--- src/rtl/i2c_arb_pkg.sv ---
// Shared types for the i2c_arbiter slice: FSM state encoding, the response
// status codes returned to requesters, and the status field width.
package i2c_arb_pkg;

  localparam int ST_W = 2;

  typedef enum logic [1:0] {
    IDLE  = 2'd0,
    ISSUE = 2'd1,
    RUN   = 2'd2,
    RESP  = 2'd3
  } state_e;

  typedef enum logic [ST_W-1:0] {
    ST_OK      = 2'b00,
    ST_NACK    = 2'b01,
    ST_NOSTART = 2'b10,
    ST_TIMEOUT = 2'b11
  } status_e;

endpackage

--- src/rtl/i2c_arbiter_if.sv ---
// Bundle of requester-side and i2c_master-side signals of i2c_arbiter.
//   master modport: arbiter view (takes requests and master status,
//                   drives grants, responses and master commands).
//   slave modport : requesters + i2c_master view (the opposite directions).
// Requester i uses req_addr[7i+6:7i] and req_data[8i+7:8i].
interface i2c_arbiter_if
  import i2c_arb_pkg::*;
#(
  parameter int N_REQ = 4
);
  logic [N_REQ-1:0]   req_valid;
  logic [N_REQ*7-1:0] req_addr;
  logic [N_REQ-1:0]   req_rw;
  logic [N_REQ*8-1:0] req_data;
  logic [N_REQ-1:0]   req_ready;
  logic [N_REQ-1:0]   rsp_valid;
  logic [7:0]         rsp_data;
  logic [ST_W-1:0]    rsp_status;
  logic [6:0]         m_addr;
  logic               m_rw;
  logic [7:0]         m_data_w;
  logic               m_start;
  logic [7:0]         m_data_out;
  logic               m_valid_out;
  logic               m_busy;
  logic               m_erro_addr;

  modport master (
    input  req_valid, req_addr, req_rw, req_data,
    input  m_data_out, m_valid_out, m_busy, m_erro_addr,
    output req_ready, rsp_valid, rsp_data, rsp_status,
    output m_addr, m_rw, m_data_w, m_start
  );

  modport slave (
    output req_valid, req_addr, req_rw, req_data,
    output m_data_out, m_valid_out, m_busy, m_erro_addr,
    input  req_ready, rsp_valid, rsp_data, rsp_status,
    input  m_addr, m_rw, m_data_w, m_start
  );
endinterface

--- src/rtl/i2c_rr_pick.sv ---
// Combinational round-robin picker.
//   req       : request vector
//   last      : index granted most recently
//   grant_idx : first set request searching upward from last+1 (mod N_REQ)
//   any       : at least one request is set
module i2c_rr_pick #(
  parameter int N_REQ = 4,
  parameter int IW    = 2
) (
  input  logic [N_REQ-1:0] req,
  input  logic [IW-1:0]    last,
  output logic [IW-1:0]    grant_idx,
  output logic             any
);

  always_comb begin
    int unsigned j;
    grant_idx = '0;
    any       = 1'b0;
    for (int unsigned off = 1; off <= N_REQ; off++) begin
      // Wrap by subtraction: N_REQ need not be a power of two.
      j = int'(last) + off;
      if (j >= N_REQ) j = j - N_REQ;
      if (!any && req[IW'(j)]) begin
        grant_idx = IW'(j);
        any       = 1'b1;
      end
    end
  end

endmodule

--- src/rtl/i2c_arbiter.sv ---
// Round-robin arbiter and single-byte transaction sequencer in front of
// i2c_master. Grants one requester at a time, drives the master command,
// tracks busy to completion and returns read data plus a status code.
// Start-handshake and busy watchdogs keep a hung bus from locking out others.
//   clk, rst_n : clock, asynchronous active-low reset
//   bus        : requester handshake and i2c_master signals (master modport)
module i2c_arbiter
  import i2c_arb_pkg::*;
#(
  parameter int N_REQ       = 4,
  parameter int START_WAIT  = 8,
  parameter int TIMEOUT_CYC = 65535
) (
  input  logic          clk,
  input  logic          rst_n,
  i2c_arbiter_if.master bus
);

  localparam int IW = (N_REQ > 1) ? $clog2(N_REQ) : 1;
  localparam int WW = $clog2(START_WAIT + 1);
  localparam int TW = $clog2(TIMEOUT_CYC + 1);

  state_e          r_state, w_state_nxt;
  logic [IW-1:0]   r_idx, r_last, w_pick;
  logic            w_any;
  logic [6:0]      r_addr;
  logic            r_rw;
  logic [7:0]      r_data_w;
  logic [7:0]      r_rdata;
  logic [WW-1:0]   r_wait_cnt;
  logic [TW-1:0]   r_run_cnt;
  logic            r_nack;
  status_e         r_status, w_status_nxt;
  logic            w_set_status;

  i2c_rr_pick #(.N_REQ(N_REQ), .IW(IW)) u_pick (
    .req       (bus.req_valid),
    .last      (r_last),
    .grant_idx (w_pick),
    .any       (w_any)
  );

  assign bus.m_addr   = r_addr;
  assign bus.m_rw     = r_rw;
  assign bus.m_data_w = r_data_w;

  always_ff @(posedge clk or negedge rst_n) begin
    if (!rst_n) r_state <= IDLE;
    else        r_state <= w_state_nxt;
  end

  always_comb begin
    w_state_nxt    = r_state;
    w_set_status   = 1'b0;
    w_status_nxt   = ST_OK;
    bus.req_ready  = '0;
    bus.rsp_valid  = '0;
    bus.rsp_data   = '0;
    bus.rsp_status = '0;
    bus.m_start    = 1'b0;
    case (r_state)
      IDLE: if (w_any) w_state_nxt = ISSUE;
      ISSUE: begin
        bus.m_start = 1'b1;
        // Wait counter is zero only in the first ISSUE cycle.
        if (r_wait_cnt == '0) bus.req_ready[r_idx] = 1'b1;
        if (bus.m_busy) begin
          w_state_nxt = RUN;
        end else if (r_wait_cnt == WW'(START_WAIT)) begin
          w_set_status = 1'b1;
          w_status_nxt = ST_NOSTART;
          w_state_nxt  = RESP;
        end
      end
      RUN: begin
        // Busy falling is checked first so it wins over watchdog expiry.
        if (!bus.m_busy) begin
          w_set_status = 1'b1;
          w_status_nxt = (r_nack || bus.m_erro_addr) ? ST_NACK : ST_OK;
          w_state_nxt  = RESP;
        end else if (r_run_cnt == TW'(TIMEOUT_CYC)) begin
          w_set_status = 1'b1;
          w_status_nxt = ST_TIMEOUT;
          w_state_nxt  = RESP;
        end
      end
      RESP: begin
        bus.rsp_valid[r_idx] = 1'b1;
        bus.rsp_data         = (r_status == ST_OK) ? r_rdata : '0;
        bus.rsp_status       = r_status;
        w_state_nxt          = IDLE;
      end
      default: w_state_nxt = IDLE;
    endcase
  end

  always_ff @(posedge clk or negedge rst_n) begin
    if (!rst_n) begin
      r_idx      <= '0;
      r_last     <= IW'(N_REQ - 1);
      r_addr     <= '0;
      r_rw       <= 1'b0;
      r_data_w   <= '0;
      r_rdata    <= '0;
      r_wait_cnt <= '0;
      r_run_cnt  <= '0;
      r_nack     <= 1'b0;
      r_status   <= ST_OK;
    end else begin
      case (r_state)
        IDLE: begin
          if (w_any) begin
            r_idx    <= w_pick;
            r_last   <= w_pick;
            r_addr   <= bus.req_addr[int'(w_pick)*7 +: 7];
            r_rw     <= bus.req_rw[w_pick];
            r_data_w <= bus.req_data[int'(w_pick)*8 +: 8];
            r_rdata  <= '0;
          end
        end
        ISSUE: begin
          if (r_wait_cnt != WW'(START_WAIT)) r_wait_cnt <= r_wait_cnt + WW'(1);
        end
        RUN: begin
          if (r_run_cnt != TW'(TIMEOUT_CYC)) r_run_cnt <= r_run_cnt + TW'(1);
          if (bus.m_erro_addr) r_nack <= 1'b1;
          // Data arriving with an address error is discarded.
          if (bus.m_valid_out && r_rw && !bus.m_erro_addr) r_rdata <= bus.m_data_out;
        end
        RESP: begin
          r_wait_cnt <= '0;
          r_run_cnt  <= '0;
          r_nack     <= 1'b0;
        end
        default: ;
      endcase
      if (w_set_status) r_status <= w_status_nxt;
    end
  end

endmodule

--- src/flat_wrapper.sv ---
// flat-port wrapper written by rule: the top's interface ports become plain ports
module i2c_arbiter_flat import i2c_arb_pkg::*;
#(
  parameter int N_REQ       = 4,
  parameter int START_WAIT  = 8,
  parameter int TIMEOUT_CYC = 65535
)
  (clk, rst_n, bus_req_valid, bus_req_addr, bus_req_rw, bus_req_data, bus_m_data_out, bus_m_valid_out, bus_m_busy, bus_m_erro_addr, bus_req_ready, bus_rsp_valid, bus_rsp_data, bus_rsp_status, bus_m_addr, bus_m_rw, bus_m_data_w, bus_m_start);
  i2c_arbiter_if #(.N_REQ(N_REQ)) bus_i ();
  input  logic clk;
  input  logic rst_n;
  input wire logic [$bits(bus_i.req_valid)-1:0] bus_req_valid;
  input wire logic [$bits(bus_i.req_addr)-1:0] bus_req_addr;
  input wire logic [$bits(bus_i.req_rw)-1:0] bus_req_rw;
  input wire logic [$bits(bus_i.req_data)-1:0] bus_req_data;
  input wire logic [$bits(bus_i.m_data_out)-1:0] bus_m_data_out;
  input wire logic [$bits(bus_i.m_valid_out)-1:0] bus_m_valid_out;
  input wire logic [$bits(bus_i.m_busy)-1:0] bus_m_busy;
  input wire logic [$bits(bus_i.m_erro_addr)-1:0] bus_m_erro_addr;
  output wire logic [$bits(bus_i.req_ready)-1:0] bus_req_ready;
  output wire logic [$bits(bus_i.rsp_valid)-1:0] bus_rsp_valid;
  output wire logic [$bits(bus_i.rsp_data)-1:0] bus_rsp_data;
  output wire logic [$bits(bus_i.rsp_status)-1:0] bus_rsp_status;
  output wire logic [$bits(bus_i.m_addr)-1:0] bus_m_addr;
  output wire logic [$bits(bus_i.m_rw)-1:0] bus_m_rw;
  output wire logic [$bits(bus_i.m_data_w)-1:0] bus_m_data_w;
  output wire logic [$bits(bus_i.m_start)-1:0] bus_m_start;
  assign bus_i.req_valid = bus_req_valid;
  assign bus_i.req_addr = bus_req_addr;
  assign bus_i.req_rw = bus_req_rw;
  assign bus_i.req_data = bus_req_data;
  assign bus_i.m_data_out = bus_m_data_out;
  assign bus_i.m_valid_out = bus_m_valid_out;
  assign bus_i.m_busy = bus_m_busy;
  assign bus_i.m_erro_addr = bus_m_erro_addr;
  assign bus_req_ready = bus_i.req_ready;
  assign bus_rsp_valid = bus_i.rsp_valid;
  assign bus_rsp_data = bus_i.rsp_data;
  assign bus_rsp_status = bus_i.rsp_status;
  assign bus_m_addr = bus_i.m_addr;
  assign bus_m_rw = bus_i.m_rw;
  assign bus_m_data_w = bus_i.m_data_w;
  assign bus_m_start = bus_i.m_start;
  i2c_arbiter #(.N_REQ(N_REQ), .START_WAIT(START_WAIT), .TIMEOUT_CYC(TIMEOUT_CYC)) u_core (.clk(clk), .rst_n(rst_n), .bus(bus_i));
endmodule
--- config.mk ---
export PLATFORM = sky130hd
export DESIGN_NAME = i2c_arbiter_flat
export DESIGN_NICKNAME = d
export VERILOG_FILES = /design/src/rtl/i2c_arb_pkg.sv /design/src/rtl/i2c_arbiter_if.sv /design/src/rtl/i2c_rr_pick.sv /design/src/rtl/i2c_arbiter.sv /design/src/flat_wrapper.sv
export SDC_FILE = /design/constraint.sdc
export NUM_CORES = 1
export LEC_CHECK = 0
export ABC_AREA = 1
export CAP_MARGIN = 5
export CORE_ASPECT_RATIO = 1.1
export CORE_MARGIN = 3
export CORE_UTILIZATION = 35
export DETAILED_ROUTE_END_ITERATION = 10
export DONT_BUFFER_PORTS = 1
export SYNTH_ARGS = -nofsm -noshare
export SYNTH_HDL_FRONTEND = slang
export SYNTH_HIERARCHICAL = 1
export SYNTH_SLANG_ARGS = --single-unit
--- constraint.sdc ---
create_clock -name clk -period 3.4 [get_ports clk]
set_input_delay 0.34 -clock clk [delete_from_list [all_inputs] [get_ports clk]]
set_output_delay 0.34 -clock clk [all_outputs]
set_load 0.01 [all_outputs]
==> results of run 1 <==
==> synthesized netlist by cell type, types with 2 or more instances <==
master	number
sky130_fd_sc_hd__inv_2	4
sky130_fd_sc_hd__ha_1	8
sky130_fd_sc_hd__nand4_1	15
sky130_fd_sc_hd__dfstp_2	2
sky130_fd_sc_hd__inv_1	41
sky130_fd_sc_hd__a31oi_1	16
sky130_fd_sc_hd__nand2_4	5
sky130_fd_sc_hd__dfrtp_1	51
sky130_fd_sc_hd__a21oi_1	2
sky130_fd_sc_hd__nor2_1	119
sky130_fd_sc_hd__buf_2	6
sky130_fd_sc_hd__nor2_8	2
sky130_fd_sc_hd__nand2_1	102
sky130_fd_sc_hd__nand3_1	40
sky130_fd_sc_hd__o21ai_2	9
sky130_fd_sc_hd__xor2_1	8
sky130_fd_sc_hd__o21ai_1	3
sky130_fd_sc_hd__nand2_2	4
sky130_fd_sc_hd__o21bai_1	4
sky130_fd_sc_hd__buf_1	2
sky130_fd_sc_hd__o211ai_1	2
sky130_fd_sc_hd__clkbuf_1	9
sky130_fd_sc_hd__o21ai_0	51
sky130_fd_sc_hd__nor3_1	3
==> state kept, by name, summed over array words and instances, names as in the netlist <==
name                 flops
u_core/r_idx             2
u_core/bus.m_addr        7
u_core/r_nack            1
u_core/r_rdata           8
u_core/r_state           2
u_core/r_wait_cnt        4
u_core/r_last            2
u_core/bus.m_data_w      8
u_core/bus.m_rw          1
u_core/r_status          2
u_core/r_run_cnt        16
==> logic make-up (layout without fill, tap and decap cells) <==
logic type	count (synthesis)	in the layout
AOI/OAI and AO/OA	90	90
xor gates and xnor gates	8	8
adders and majority gates	8	8
buffers and inverters	67	60
DFF	53	53
other	0	1
and+or+nand+nor	294	294
==> stage by stage <==
| step | area [µm²] | hold slack [ps] | setup slack, ps | util, % |
|---|---|---|---|---|
| after floorplan | 3640 | 44.4 | 1270 | - |
| after global placement | 3720 | 47.7 | 502 | 37.1 |
| after detailed placement | 3720 | 47.7 | 462 | 37.1 |
| after CTS | 3880 | 166 | 446 | 38.7 |
| after global routing | 3880 | 194 | 124 | 38.7 |
| final | 3880 | 182 | 413 | 38.7 |
==> worst max-delay path, stage by stage, from the launching register on <==
cell                      delay, ps
sky130_fd_sc_hd__dfstp_2        660
sky130_fd_sc_hd__inv_1          180
sky130_fd_sc_hd__nand2_1        110
sky130_fd_sc_hd__nand2_1         90
sky130_fd_sc_hd__nand2_1        140
sky130_fd_sc_hd__nand2_4         80
sky130_fd_sc_hd__nor2_8         130
sky130_fd_sc_hd__nand4_1         90
sky130_fd_sc_hd__nand3_1        550
sky130_fd_sc_hd__inv_2          370
sky130_fd_sc_hd__o21ai_0        350
sky130_fd_sc_hd__a31oi_1        110
==> layout make-up <==
cell class | instances | area, µm² | share of cell area, %
antenna | 1 | 2.50 | 0.0645
clock buffer | 7 | 86.3 | 2.23
clock inverter | 1 | 30.0 | 0.774
inverter | 46 | 173 | 4.45
multi-input combinational | 400 | 2020 | 52.0
sequential | 53 | 1330 | 34.2
tap | 140 | 175 | 4.51
timing repair buffer | 6 | 67.6 | 1.74
==> per-layer routing <==
layer | vias up | share of wire [%] | GRT usage (%)
li1 | 1682 | - | -
met1 | 1555 | 42 | 19.3
met2 | 106 | 51 | 27.5
met3 | 8 | 6.3 | 3.02
met4 | 0 | 1.1 | 5.53
met5 | - | 0 | 0
==> worst max path at each step <==
stage / from / to / slack [ps] / cells past startpoint
6_report: u_core/r_last[0] / u_core/bus.m_addr[2] / 410 / 11
5_1_grt: u_core/r_last[0] / u_core/bus.m_addr[2] / 120 / 11
4_1_cts: u_core/r_last[0] / u_core/bus.m_addr[2] / 450 / 11
3_5_place_dp: u_core/r_last[0] / u_core/bus.m_addr[2] / 460 / 11
3_3_place_gp: u_core/r_last[0] / u_core/bus.m_addr[2] / 500 / 11
2_1_floorplan: u_core/r_last[0] / u_core/bus.m_addr[5] / 1270 / 14
==> what timing repair did <==
item	CTS	global route
resized for setup	0	0
hold endpoints to repair	53	0
hold buffers	2	0
==> report_power, final <==
| part | switching [W] | internal (W) |
|---|---|---|
| Clock | 0.000211 | 0.000241 |
| Combinational | 0.00157 | 0.000751 |
| Sequential | 0.000246 | 0.000884 |
| Total | 0.00202 | 0.00188 |
==> results_tabular.tex, run 1 <==
\begin{tabular}{lr}
\hline
Metric & Value \\
\hline
\multicolumn{2}{l}{\textbf{Power}} \\
Worst IR drop on VDD & approximately 0.53 mV \\
Power density over the cells & approximately 1000 mW/mm² \\
Leak pwr & about 1.7 nW \\
Power after layout & approximately 0.004 W \\
\multicolumn{2}{l}{\textbf{CTS}} \\
Clock tree root driver cell & sky130\_fd\_sc\_hd\_\_clkbuf\_8 \\
CTS H-tree lvls & 2 \\
Clock tree from TritonCTS & done \\
Number of setup buffers added after CTS & 0 \\
CTS buffer count & 5 \\
Worst-path clk slew & $\sim$100 ps \\
CTS sink count & 53 \\
Maximum number of buffers from clock root to sink & 2 \\
Worst-Skew Late Latency & 300 ps \\
\multicolumn{2}{l}{\textbf{Hold path}} \\
Number of cells on the worst hold path & 2 \\
Worst Hold End & u\_core/r\_rdata[5] \\
Min-delay src & bus\_m\_data\_out[5] \\
Type of the most critical hold path & in -> reg \\
\multicolumn{2}{l}{\textbf{Timing}} \\
Measured slew at the worst slew-check pin & roughly 770 ps \\
Max\_slew headroom & 48.6\% \\
Final Cycle Share & around 88\% \\
Unrepaired setup endpoints after global routing & false \\
Final setup violation count & 0 \\
Max Clock Freq & about 330 MHz \\
Max Slew Vio Count & 0 \\
Max Clock Skew & 5.59 ps \\
Hold Vio Cnt, Final & 0 \\
Total Negative Setup Slacks & 0 ps \\
Final critical-path required period & 2990 ps \\
\multicolumn{2}{l}{\textbf{GRT}} \\
Remaining Overflow, GRT & 0 \\
Initial antenna violation count & 1 \\
Number of global-route vias before repair & 3,192 \\
Total Routing Usage GR & approximately 16\% \\
Wire length of the first global-routing pass & approximately 15,000 µm \\
Maximum number of pins on one net before global-route repair & 54 \\
\multicolumn{2}{l}{\textbf{Floorplanning}} \\
Row cnt & 38 \\
Die outline area & approximately 0.012 mm² \\
Initial Util & 36.3\% \\
Die outline width & between 100 and 150 µm \\
Top Ports & around 120 \\
Y dimension of the die & between 100 and 150 µm \\
CORE AREA & approximately 0.01 mm² \\
\multicolumn{2}{l}{\textbf{Drt}} \\
Post-Route WL & $\sim$9000 µm \\
Initial DRC count & 172 \\
Detailed Routing Iterations Pass 1 & 5 \\
Mean number of vias per cell & between 5 and 6 \\
Average wire length per cell after detail routing & 13.8 µm \\
Residual DRC & 0 \\
Routed via count & $\sim$3,400 \\
Number of nets with antenna violations after detailed routing & 0 \\
\multicolumn{2}{l}{\textbf{Logic synthesis}} \\
Number of synthesized flops with an enable pin & 0 \\
Synthesized-area fraction occupied by ao, oa, aoi and oai cells & 14.8\% \\
Predominant post-synthesis flop cell & sky130\_fd\_sc\_hd\_\_dfrtp\_1 \\
Synth Warn \# & 6 \\
Share of synthesized area spent on multiplexers & 0\% \\
Post-synthesis share of cell area spent on full adders, half adders and majority gates & about 2.7\% \\
Largest family of logic cells by synthesized area & simple AND/OR/NAND/NOR gates \\
Average instance area after synthesis & $\sim$7 µm² \\
Synthesis-stage register bit count & 53 \\
Synthesized-area fraction occupied by and/or/nand/nor cells & roughly 36\% \\
Number of nets produced by synthesis & slightly above 600 \\
Number of unique standard cell types used by synthesis & 36 \\
Share of the synthesized area in the top cell type & 35.0\% \\
Top cell type by total area after synthesis & sky130\_fd\_sc\_hd\_\_dfrtp\_1 \\
Sequential cell area fraction in the yosys report & between 30\% and 40\% \\
Dominant cells by area after synthesis & sky130\_fd\_sc\_hd\_\_dfrtp\_1 (35\%), sky130\_fd\_sc\_hd\_\_nor2\_1 (12\%), sky130\_fd\_sc\_hd\_\_nand2\_1 (11\%) \\
Proportion of synthesized flip-flops having asynchronous set or reset & 100\% \\
Cell area after technology mapping & about 0.0036 mm² \\
Number of instances in the synthesized netlist & 520 \\
Synthesized-area fraction occupied by xor and xnor cells & a little under 2\% \\
\multicolumn{2}{l}{\textbf{Finish}} \\
Final standard cell count with taps included and fillers excluded & 654 \\
Layout Area Growth over Synthesis & 6.49\% \\
Filler cells & approximately 1,000 \\
Highest-count cells in the layout ignoring fill and taps & sky130\_fd\_sc\_hd\_\_nor2\_1 (119), sky130\_fd\_sc\_hd\_\_nand2\_1 (102), sky130\_fd\_sc\_hd\_\_o21ai\_0 (51), sky130\_fd\_sc\_hd\_\_dfrtp\_1 (51), sky130\_fd\_sc\_hd\_\_inv\_1 (41) \\
Share of post-route cells with drive strength above 1 & under 10\% \\
Final-stage net count & 601 \\
Commonest non-fill, non-tap cell in the layout & sky130\_fd\_sc\_hd\_\_nor2\_1 \\
\multicolumn{2}{l}{\textbf{Worst setup path}} \\
Critical setup path kind & reg -> reg \\
Reg2Reg Capture Point & u\_core/bus.m\_addr[2] \\
Beginning of the worst register-to-register path & u\_core/r\_last[0] \\
Endpoint required time on the critical path & between 3000 and 4000 ps \\
CP Capture Type & flip-flop \\
CP Max Fanout & 32 \\
WP data arrival & between 3000 and 4000 ps \\
Crit start category & flip-flop \\
FF-to-FF setup slack & between 400 and 500 ps \\
Number of cells on the worst reg-to-reg path & 11 \\
\multicolumn{2}{l}{\textbf{Placement}} \\
Port Buffer Count & 0 \\
Weighted congestion reported at the end of routability-driven placement & between 0.8 and 0.9 \\
Placed cell count & between 600 and 700 \\
DP HPWL & 6790 µm \\
\multicolumn{2}{l}{\textbf{Run}} \\
Number of maximum-capacitance violations & 0 \\
\multicolumn{2}{l}{\textbf{Run status}} \\
Run status & complete, no violations \\
\hline
\end{tabular}
No activity file was read; power rests on OpenSTA's default activity.
==> run 2: changes to the inputs <==
Settings changed: GPL_TIMING_DRIVEN set to 0.
==> run 2 against run 1 <==
Net effect: die area is the same; core utilization grew 0.81 points; clock power is 8.4% lower; sequential power about the same; wire length increased by 5.3%; largest cell class unchanged; flip-flop and latch count is the same; cell count is 2.4% higher.
==> results_tabular.tex, run 2 (synthesized netlist as in run 1, its figures left out) <==
\begin{tabular}{lr}
\hline
Metric & Value \\
\hline
\multicolumn{2}{l}{\textbf{Finish}} \\
Final-stage net count & 618 (was 601) \\
Commonest non-fill, non-tap cell in the layout & sky130\_fd\_sc\_hd\_\_nor2\_1 (unchanged) \\
Layout Area Growth over Synthesis & 8.72\% (was 6.49\%) \\
N\_diodes & 0 (was 1) \\
Highest-count cells in the layout ignoring fill and taps & sky130\_fd\_sc\_hd\_\_nor2\_1 (119), sky130\_fd\_sc\_hd\_\_nand2\_1 (102), sky130\_fd\_sc\_hd\_\_o21ai\_0 (51), sky130\_fd\_sc\_hd\_\_dfrtp\_1 (51), sky130\_fd\_sc\_hd\_\_inv\_1 (41) (unchanged) \\
Filler cells & 1,051 (was 1,039) \\
Number of flip-flops in the largest register & 16 (unchanged) \\
Share of post-route cells with drive strength above 1 & 9.62\% (was 8.58\%) \\
Biggest register & u\_core/r\_run\_cnt (unchanged) \\
\multicolumn{2}{l}{\textbf{GRT}} \\
Total Routing Usage GR & 16.9\% (was 15.8\%) \\
GRT met1 Usage & 20.2\% (was 19.3\%) \\
Maximum number of pins on one net before global-route repair & 54 (unchanged) \\
Layer carrying the most global-route usage & met2 (unchanged) \\
Met2 usage in global routing & 30.0\% (was 27.5\%) \\
Wire length of the first global-routing pass & 15,900 µm (was 15,000 µm) \\
Number of global-route vias before repair & 3,257 (was 3,192) \\
Remaining Overflow, GRT & 0 (unchanged) \\
Met3 track demand over resource & 3.82\% (was 3.02\%) \\
Initial antenna violation count & 0 (was 1) \\
\multicolumn{2}{l}{\textbf{Worst setup path}} \\
Number of cells on the worst reg-to-reg path & 14 (was 11) \\
FF-to-FF setup slack & 830 ps (was 410 ps) \\
Crit start category & flip-flop (unchanged) \\
Beginning of the worst register-to-register path & u\_core/r\_last[0] (unchanged) \\
Worst setup path start & u\_core/r\_last[0] (unchanged) \\
CP Max Fanout & 10 (was 32) \\
Endpoint required time on the critical path & 3590 ps (about the same) \\
CP Capture Type & flip-flop (unchanged) \\
Reg2Reg Capture Point & u\_core/bus.m\_data\_w[5] (was u\_core/bus.m\_addr[2]) \\
WP data arrival & 2760 ps (was 3170 ps) \\
Critical setup path kind & reg -> reg (unchanged) \\
\multicolumn{2}{l}{\textbf{Placement}} \\
Weighted congestion reported at the end of routability-driven placement & 0.882 (was 0.886) \\
Port Buffer Count & 0 (unchanged) \\
DP HPWL & 7460 µm (was 6790 µm) \\
\multicolumn{2}{l}{\textbf{Drt}} \\
Routed via count & 3,374 (was 3,351) \\
Post-Route WL & 9520 µm (was 9040 µm) \\
Detailed Routing Iterations Pass 1 & 4 (was 5) \\
Average wire length per cell after detail routing & 14.2 µm (was 13.8 µm) \\
Number of nets with antenna violations after detailed routing & 0 (unchanged) \\
Mean number of vias per cell & 5.04 (was 5.12) \\
Initial DRC count & 188 (was 172) \\
Residual DRC & 0 (unchanged) \\
\multicolumn{2}{l}{\textbf{CTS}} \\
Clock tree root driver cell & sky130\_fd\_sc\_hd\_\_clkbuf\_8 (unchanged) \\
CTS sink count & 53 (unchanged) \\
CTS H-tree lvls & 2 (unchanged) \\
Worst-Skew Late Latency & 320 ps (was 300 ps) \\
Count of instances resized after the clock tree is built & 0 (unchanged) \\
Maximum number of buffers from clock root to sink & 2 (unchanged) \\
Quantity of hold-fixing buffers added after cts & 2 (unchanged) \\
Number of setup buffers added after CTS & 0 (unchanged) \\
Worst-path clk slew & 110 ps (was 100 ps) \\
CTS buffer count & 5 (unchanged) \\
Clock tree from TritonCTS & done (unchanged) \\
\multicolumn{2}{l}{\textbf{Timing}} \\
Final setup violation count & 0 (unchanged) \\
Final critical-path required period & 2570 ps (was 2990 ps) \\
Hold Vio Cnt, Final & 0 (unchanged) \\
Max\_slew headroom & 63.7\% (was 48.6\%) \\
Max Clock Freq & 389 MHz (was 335 MHz) \\
Final Cycle Share & 75.6\% (was 87.9\%) \\
Max Slew Vio Count & 0 (unchanged) \\
Max Clock Skew & 14.6 ps (was 5.59 ps) \\
Worst-case hold slack & 157 ps (was 182 ps) \\
Total Negative Setup Slacks & 0 ps (unchanged) \\
Measured slew at the worst slew-check pin & 545 ps (was 769 ps) \\
Unrepaired setup endpoints after global routing & false (unchanged) \\
\multicolumn{2}{l}{\textbf{Floorplanning}} \\
CORE AREA & 0.0100 mm² (unchanged) \\
Row cnt & 38 (unchanged) \\
Die outline area & 0.0117 mm² (unchanged) \\
Y dimension of the die & 113 µm (unchanged) \\
Top Ports & 116 (unchanged) \\
Die outline width & 103 µm (unchanged) \\
Initial Util & 36.3\% (unchanged) \\
\multicolumn{2}{l}{\textbf{Power}} \\
Reported net switching power & 0.00216 W (was 0.00202 W) \\
Pint & 0.00194 W (was 0.00188 W) \\
Sequential group share of total power & 27.3\% (was 29.0\%) \\
Worst IR drop on VDD & 0.696 mV (was 0.528 mV) \\
Leak pwr & 1.79 nW (was 1.74 nW) \\
Power density over the cells & 1030 mW/mm² (was 1010 mW/mm²) \\
Fraction of power spent switching nets & 52.7\% (was 51.9\%) \\
Clock Power Share & 10.1\% (was 11.6\%) \\
Logic gate share of total power & 62.6\% (was 59.4\%) \\
Power after layout & 0.00410 W (was 0.00390 W) \\
\multicolumn{2}{l}{\textbf{Hold path}} \\
Number of cells on the worst hold path & 2 (unchanged) \\
Type of the most critical hold path & in -> reg (unchanged) \\
Min-delay src & bus\_m\_data\_out[5] (unchanged) \\
Worst Hold End & u\_core/r\_rdata[5] (unchanged) \\
\multicolumn{2}{l}{\textbf{Run}} \\
Number of maximum-capacitance violations & 0 (unchanged) \\
\multicolumn{2}{l}{\textbf{Run status}} \\
Run status & complete, no violations (unchanged) \\
\hline
\end{tabular}
==> run 2: cell types whose count changed in the layout (fill, tap and decap cells not counted), sizes merged <==
| cell | previous run | this run |
|---|---|---|
| buf | 5 | 13 |
| bufinv | 1 | 0 |
| diode | 1 | 0 |
| clkbuf | 7 | 16 |
| inv | 45 | 46 |
==> run 2: metal layers <==
metal	part of all wire, %	vias to the layer above
met3	6.5	7
met5	0	-
met1	40	1548
met4	0.84	0
met2	52	110
li1	-	1709
==> run 2: how the worst max path moves through the flow <==
| stage | cells after the start | slack [ps] | end |
|---|---|---|---|
| finish | 14 | 830 | u_core/bus.m_data_w[5] |
| global route | 14 | 630 | u_core/bus.m_data_w[5] |
| CTS | 14 | 850 | u_core/bus.m_data_w[5] |
| floorplan | 14 | 1270 | u_core/bus.m_addr[5] |
| global placement | 13 | 940 | u_core/bus.m_addr[2] |
| detailed placement | 14 | 870 | u_core/bus.m_data_w[5] |
==> run 2: power by group through the flow <==
stage,sequential [W],combinational [W],clock [W]
final,0.00112,0.00256,0.000414
after global routing,0.00115,0.00293,0.000451
after CTS,0.00112,0.00257,0.000427
after detailed placement,0.00113,0.00255,0
after global placement,0.00113,0.00248,0
after floorplan,0.00107,0.00201,0
==> run 2: critical path, stage by stage, from the launching register on <==
cell	delay (ps)
sky130_fd_sc_hd__dfstp_2	560
sky130_fd_sc_hd__buf_4	170
sky130_fd_sc_hd__nand2_1	60
sky130_fd_sc_hd__nand2_1	110
sky130_fd_sc_hd__nand3_1	80
sky130_fd_sc_hd__nand2_1	150
sky130_fd_sc_hd__inv_1	70
sky130_fd_sc_hd__nand3_1	80
sky130_fd_sc_hd__nand3_1	70
sky130_fd_sc_hd__buf_2	170
sky130_fd_sc_hd__inv_1	180
sky130_fd_sc_hd__clkbuf_1	360
sky130_fd_sc_hd__nor2_1	90
sky130_fd_sc_hd__o21ai_0	130
sky130_fd_sc_hd__a31oi_1	130
==> run 2: final cells by class <==
class | instances | area [µm²] | share of cell area, %
Buffer | 21 | 125 | 3.16
Clock buffer | 7 | 96.3 | 2.43
Clock inverter | 1 | 8.76 | 0.221
Inverter | 46 | 173 | 4.36
Multi-Input combinational cell | 400 | 2020 | 50.9
Sequential cell | 53 | 1330 | 33.5
Tap cell | 140 | 175 | 4.42
Timing Repair Buffer | 2 | 37.5 | 0.948
==> run 2: metrics by stage <==
step           utilization (%)  cell area, µm²  cells  worst slack (ps)
2_1_floorplan                -            3640    520              1270
4_1_cts                   39.5            3960    670               851
6_report                  39.5            3960    670               831
3_5_place_dp              38.1            3820    660               871
5_1_grt                   39.5            3960    670               635
3_3_place_gp              38.1            3820    660               939
==> run 3: changes to the inputs <==
Clock period 3.4 ns to 2.5 ns, I/O delays scaled along.
==> run 3 against run 2 <==
Net effect: setup slack got worse by 630 ps; count of clock-buffer cells in the layout unchanged; hold slack lost 91 ps; flip-flop and latch count stayed put; sequential share of layout area down 0.30 points.
==> results_tabular.tex, run 3 (synthesized netlist as in run 1, its figures left out) <==
\begin{tabular}{lr}
\hline
Metric & Value \\
\hline
\multicolumn{2}{l}{\textbf{GRT}} \\
Wire length of the first global-routing pass & 15,900 µm (unchanged) \\
Remaining Overflow, GRT & 0 (unchanged) \\
Maximum number of pins on one net before global-route repair & 54 (unchanged) \\
Total Routing Usage GR & 16.9\% (unchanged) \\
Initial antenna violation count & 0 (unchanged) \\
Number of global-route vias before repair & 3,257 (unchanged) \\
\multicolumn{2}{l}{\textbf{Placement}} \\
Weighted congestion reported at the end of routability-driven placement & 0.882 (unchanged) \\
DP HPWL & 7460 µm (unchanged) \\
Post-place instance area & 0.00382 mm² (unchanged) \\
Port Buffer Count & 0 (unchanged) \\
\multicolumn{2}{l}{\textbf{Drt}} \\
Residual DRC & 0 (unchanged) \\
Detailed Routing Iterations Pass 1 & 4 (unchanged) \\
Initial DRC count & 175 (was 188) \\
Mean number of vias per cell & 5.02 (was 5.04) \\
Number of nets with antenna violations after detailed routing & 0 (unchanged) \\
Average wire length per cell after detail routing & 14.2 µm (about the same) \\
Post-Route WL & 9540 µm (was 9520 µm) \\
Routed via count & 3,361 (was 3,374) \\
\multicolumn{2}{l}{\textbf{Worst setup path}} \\
Cells along the critical path & ha\_1 -> buf\_2 -> inv\_1 -> buf\_2 -> clkbuf\_1 -> nor3\_1 (was buf\_4 -> nand2\_1 -> nand2\_1 -> nand3\_1 -> nand2\_1 -> inv\_1 -> nand3\_1 -> nand3\_1 -> buf\_2 -> inv\_1 -> clkbuf\_1 -> nor2\_1 -> o21ai\_0 -> a31oi\_1) \\
Endpoint required time on the critical path & 2250 ps (was 3590 ps) \\
Critical setup path kind & reg -> out (was reg -> reg) \\
Family of cells with the greatest summed delay on the critical path & buffers and inverters (unchanged) \\
Max incr delay on CP & 420 ps (was 560 ps) \\
Number of logic stages on the critical path including buffering & 6 (was 14) \\
FF-to-FF setup slack & 220 ps (was 830 ps) \\
CP Max Fanout & 10 (unchanged) \\
Cell with the biggest individual delay on the critical path & sky130\_fd\_sc\_hd\_\_dfrtp\_1 (was sky130\_fd\_sc\_hd\_\_dfstp\_2) \\
Crit start category & flip-flop (unchanged) \\
CP Capture Type & primary output (was flip-flop) \\
Beginning of the worst register-to-register path & u\_core/r\_last[0] (unchanged) \\
Number of cells on the worst reg-to-reg path & 11 (was 14) \\
Reg2Reg Capture Point & u\_core/r\_idx[1] (was u\_core/bus.m\_data\_w[5]) \\
Number of buffers and inverters on the critical path & 4 (was 5) \\
Most Frequent Cell on Critical Path & sky130\_fd\_sc\_hd\_\_buf\_2 \\
WP data arrival & 2050 ps (was 2760 ps) \\
\multicolumn{2}{l}{\textbf{Power}} \\
Fraction of power spent switching nets & 52.1\% (was 52.7\%) \\
Leak pwr & 1.81 nW (was 1.79 nW) \\
Logic gate share of total power & 63.4\% (was 62.6\%) \\
Worst IR drop on VDD & 1.01 mV (was 0.696 mV) \\
Power after layout & 0.00570 W (was 0.00410 W) \\
Power density over the cells & 1430 mW/mm² (was 1030 mW/mm²) \\
Reported net switching power & 0.00297 W (was 0.00216 W) \\
Pint & 0.00273 W (was 0.00194 W) \\
Clock Power Share & 9.9\% (was 10.1\%) \\
Sequential group share of total power & 26.7\% (was 27.3\%) \\
\multicolumn{2}{l}{\textbf{Hold path}} \\
Min-delay src & bus\_m\_data\_out[5] (unchanged) \\
Worst Hold End & u\_core/r\_rdata[5] (unchanged) \\
Type of the most critical hold path & in -> reg (unchanged) \\
Number of cells on the worst hold path & 2 (unchanged) \\
\multicolumn{2}{l}{\textbf{Finish}} \\
Layout Area Growth over Synthesis & 9.72\% (was 8.72\%) \\
Number of flip-flops in the largest register & 16 (unchanged) \\
Share of post-route cells with drive strength above 1 & 12.1\% (was 9.62\%) \\
Filler cells & 1,046 (was 1,051) \\
Highest-count cells in the layout ignoring fill and taps & sky130\_fd\_sc\_hd\_\_nor2\_1 (119), sky130\_fd\_sc\_hd\_\_nand2\_1 (101), sky130\_fd\_sc\_hd\_\_dfrtp\_1 (51) (was sky130\_fd\_sc\_hd\_\_nor2\_1 (119), sky130\_fd\_sc\_hd\_\_nand2\_1 (102), sky130\_fd\_sc\_hd\_\_o21ai\_0 (51), sky130\_fd\_sc\_hd\_\_dfrtp\_1 (51), sky130\_fd\_sc\_hd\_\_inv\_1 (41)) \\
Commonest non-fill, non-tap cell in the layout & sky130\_fd\_sc\_hd\_\_nor2\_1 (unchanged) \\
Biggest register & u\_core/r\_run\_cnt (unchanged) \\
N\_diodes & 0 (unchanged) \\
Final Instance Area & 0.00400 mm² (was 0.00396 mm²) \\
Final-stage net count & 618 (unchanged) \\
\multicolumn{2}{l}{\textbf{Floorplanning}} \\
Die outline area & 0.0117 mm² (unchanged) \\
Initial Util & 36.3\% (unchanged) \\
Top Ports & 116 (unchanged) \\
Y dimension of the die & 113 µm (unchanged) \\
CORE AREA & 0.0100 mm² (unchanged) \\
Die outline width & 103 µm (unchanged) \\
Row cnt & 38 (unchanged) \\
\multicolumn{2}{l}{\textbf{Timing}} \\
Max\_slew headroom & 68.1\% (was 63.7\%) \\
Measured slew at the worst slew-check pin & 476 ps (was 545 ps) \\
Max Clock Freq & roughly 430 MHz \\
Final Cycle Share & about nine tenths \\
Hold Vio Cnt, Final & 0 (unchanged) \\
Max Clock Skew & 14.3 ps (was 14.6 ps) \\
Final setup violation count & 0 (unchanged) \\
Final critical-path required period & around 2300 ps \\
Max Slew Vio Count & 0 (unchanged) \\
Unrepaired setup endpoints after global routing & false (unchanged) \\
\multicolumn{2}{l}{\textbf{Run status}} \\
Run status & complete, no violations (unchanged) \\
\multicolumn{2}{l}{\textbf{CTS}} \\
CTS sink count & 53 (unchanged) \\
Worst-path clk slew & 110 ps (about the same) \\
CTS H-tree lvls & 2 (unchanged) \\
Maximum number of buffers from clock root to sink & 2 (unchanged) \\
CTS buffer count & 5 (unchanged) \\
Clock tree root driver cell & sky130\_fd\_sc\_hd\_\_clkbuf\_8 (unchanged) \\
Clock tree from TritonCTS & done (unchanged) \\
Worst-Skew Late Latency & 320 ps (about the same) \\
\multicolumn{2}{l}{\textbf{Run}} \\
Number of maximum-capacitance violations & 0 (unchanged) \\
\hline
\end{tabular}
run 3: changes by cell type in the layout (fill, tap and decap cells not counted), sizes merged:
cell,previous run,this run
clkinv,1,0
inv,46,45
clkinvlp,0,2
run 3: power by group through the flow:
| stage | combinational, W | sequential (W) | clock [W] |
|---|---|---|---|
| after floorplan | 0.00274 | 0.00145 | 0 |
| after global placement | 0.00337 | 0.00154 | 0 |
| after detailed placement | 0.00346 | 0.00154 | 0 |
| after CTS | 0.00350 | 0.00153 | 0.000581 |
| after global routing | 0.00412 | 0.00157 | 0.000614 |
| final | 0.00362 | 0.00152 | 0.000563 |
run 3: how the worst max path moves through the flow:
stage,from,endpoint
global placement,u_core/r_last[0],u_core/bus.m_addr[2]
CTS,u_core/r_last[0],u_core/bus.m_addr[2]
floorplan,u_core/r_last[0],u_core/bus.m_addr[5]
global route,u_core/r_state[1],bus_rsp_valid[3]
detailed placement,u_core/r_last[0],u_core/bus.m_data_w[5]
finish,u_core/r_state[1],bus_rsp_valid[3]
run 3: final cells by class:
cell class	instances	area (µm²)	area share, %
clock inverter	1	8.76	0.219
timing repair buffer	3	45.0	1.13
multi-input combinational	400	2020	50.6
buffer	20	139	3.47
clock buffer	7	96.3	2.41
inverter	46	180	4.51
sequential	53	1330	33.2
tap	140	175	4.38
run 3: repair_timing:
action | CTS | global route
resized for setup | 1 | 24
endpoints found under the hold margin | 53 | 0
buffers inserted | 0 | 1
endpoints found under the setup margin | 3 | 20
hold buffers | 2 | 0
pin swaps | 0 | 0
run 3: per-layer routing:
layer  vias to the layer above  part of all wire (%)  global-route usage [%]
met5                         -                     0                       0
met3                         7                   6.7                    3.82
met1                      1539                    41                    20.2
met2                       105                    52                    30.0
met4                         0                  0.82                    4.40
li1                       1710                     -                       -
run 3: through the flow:
step	hold slack, ps	instances	setup slack, ps	util (%)	setup TNS (ps)
after floorplan	-45.6	520	373	-	0
after global placement	-42.2	660	39.4	38.1	0
after detailed placement	-42.2	660	-28.8	38.1	-28.8
after CTS	55.3	670	3.29	39.5	0
after global routing	72.1	670	6.45	39.8	0
final	66.6	670	200	39.8	0
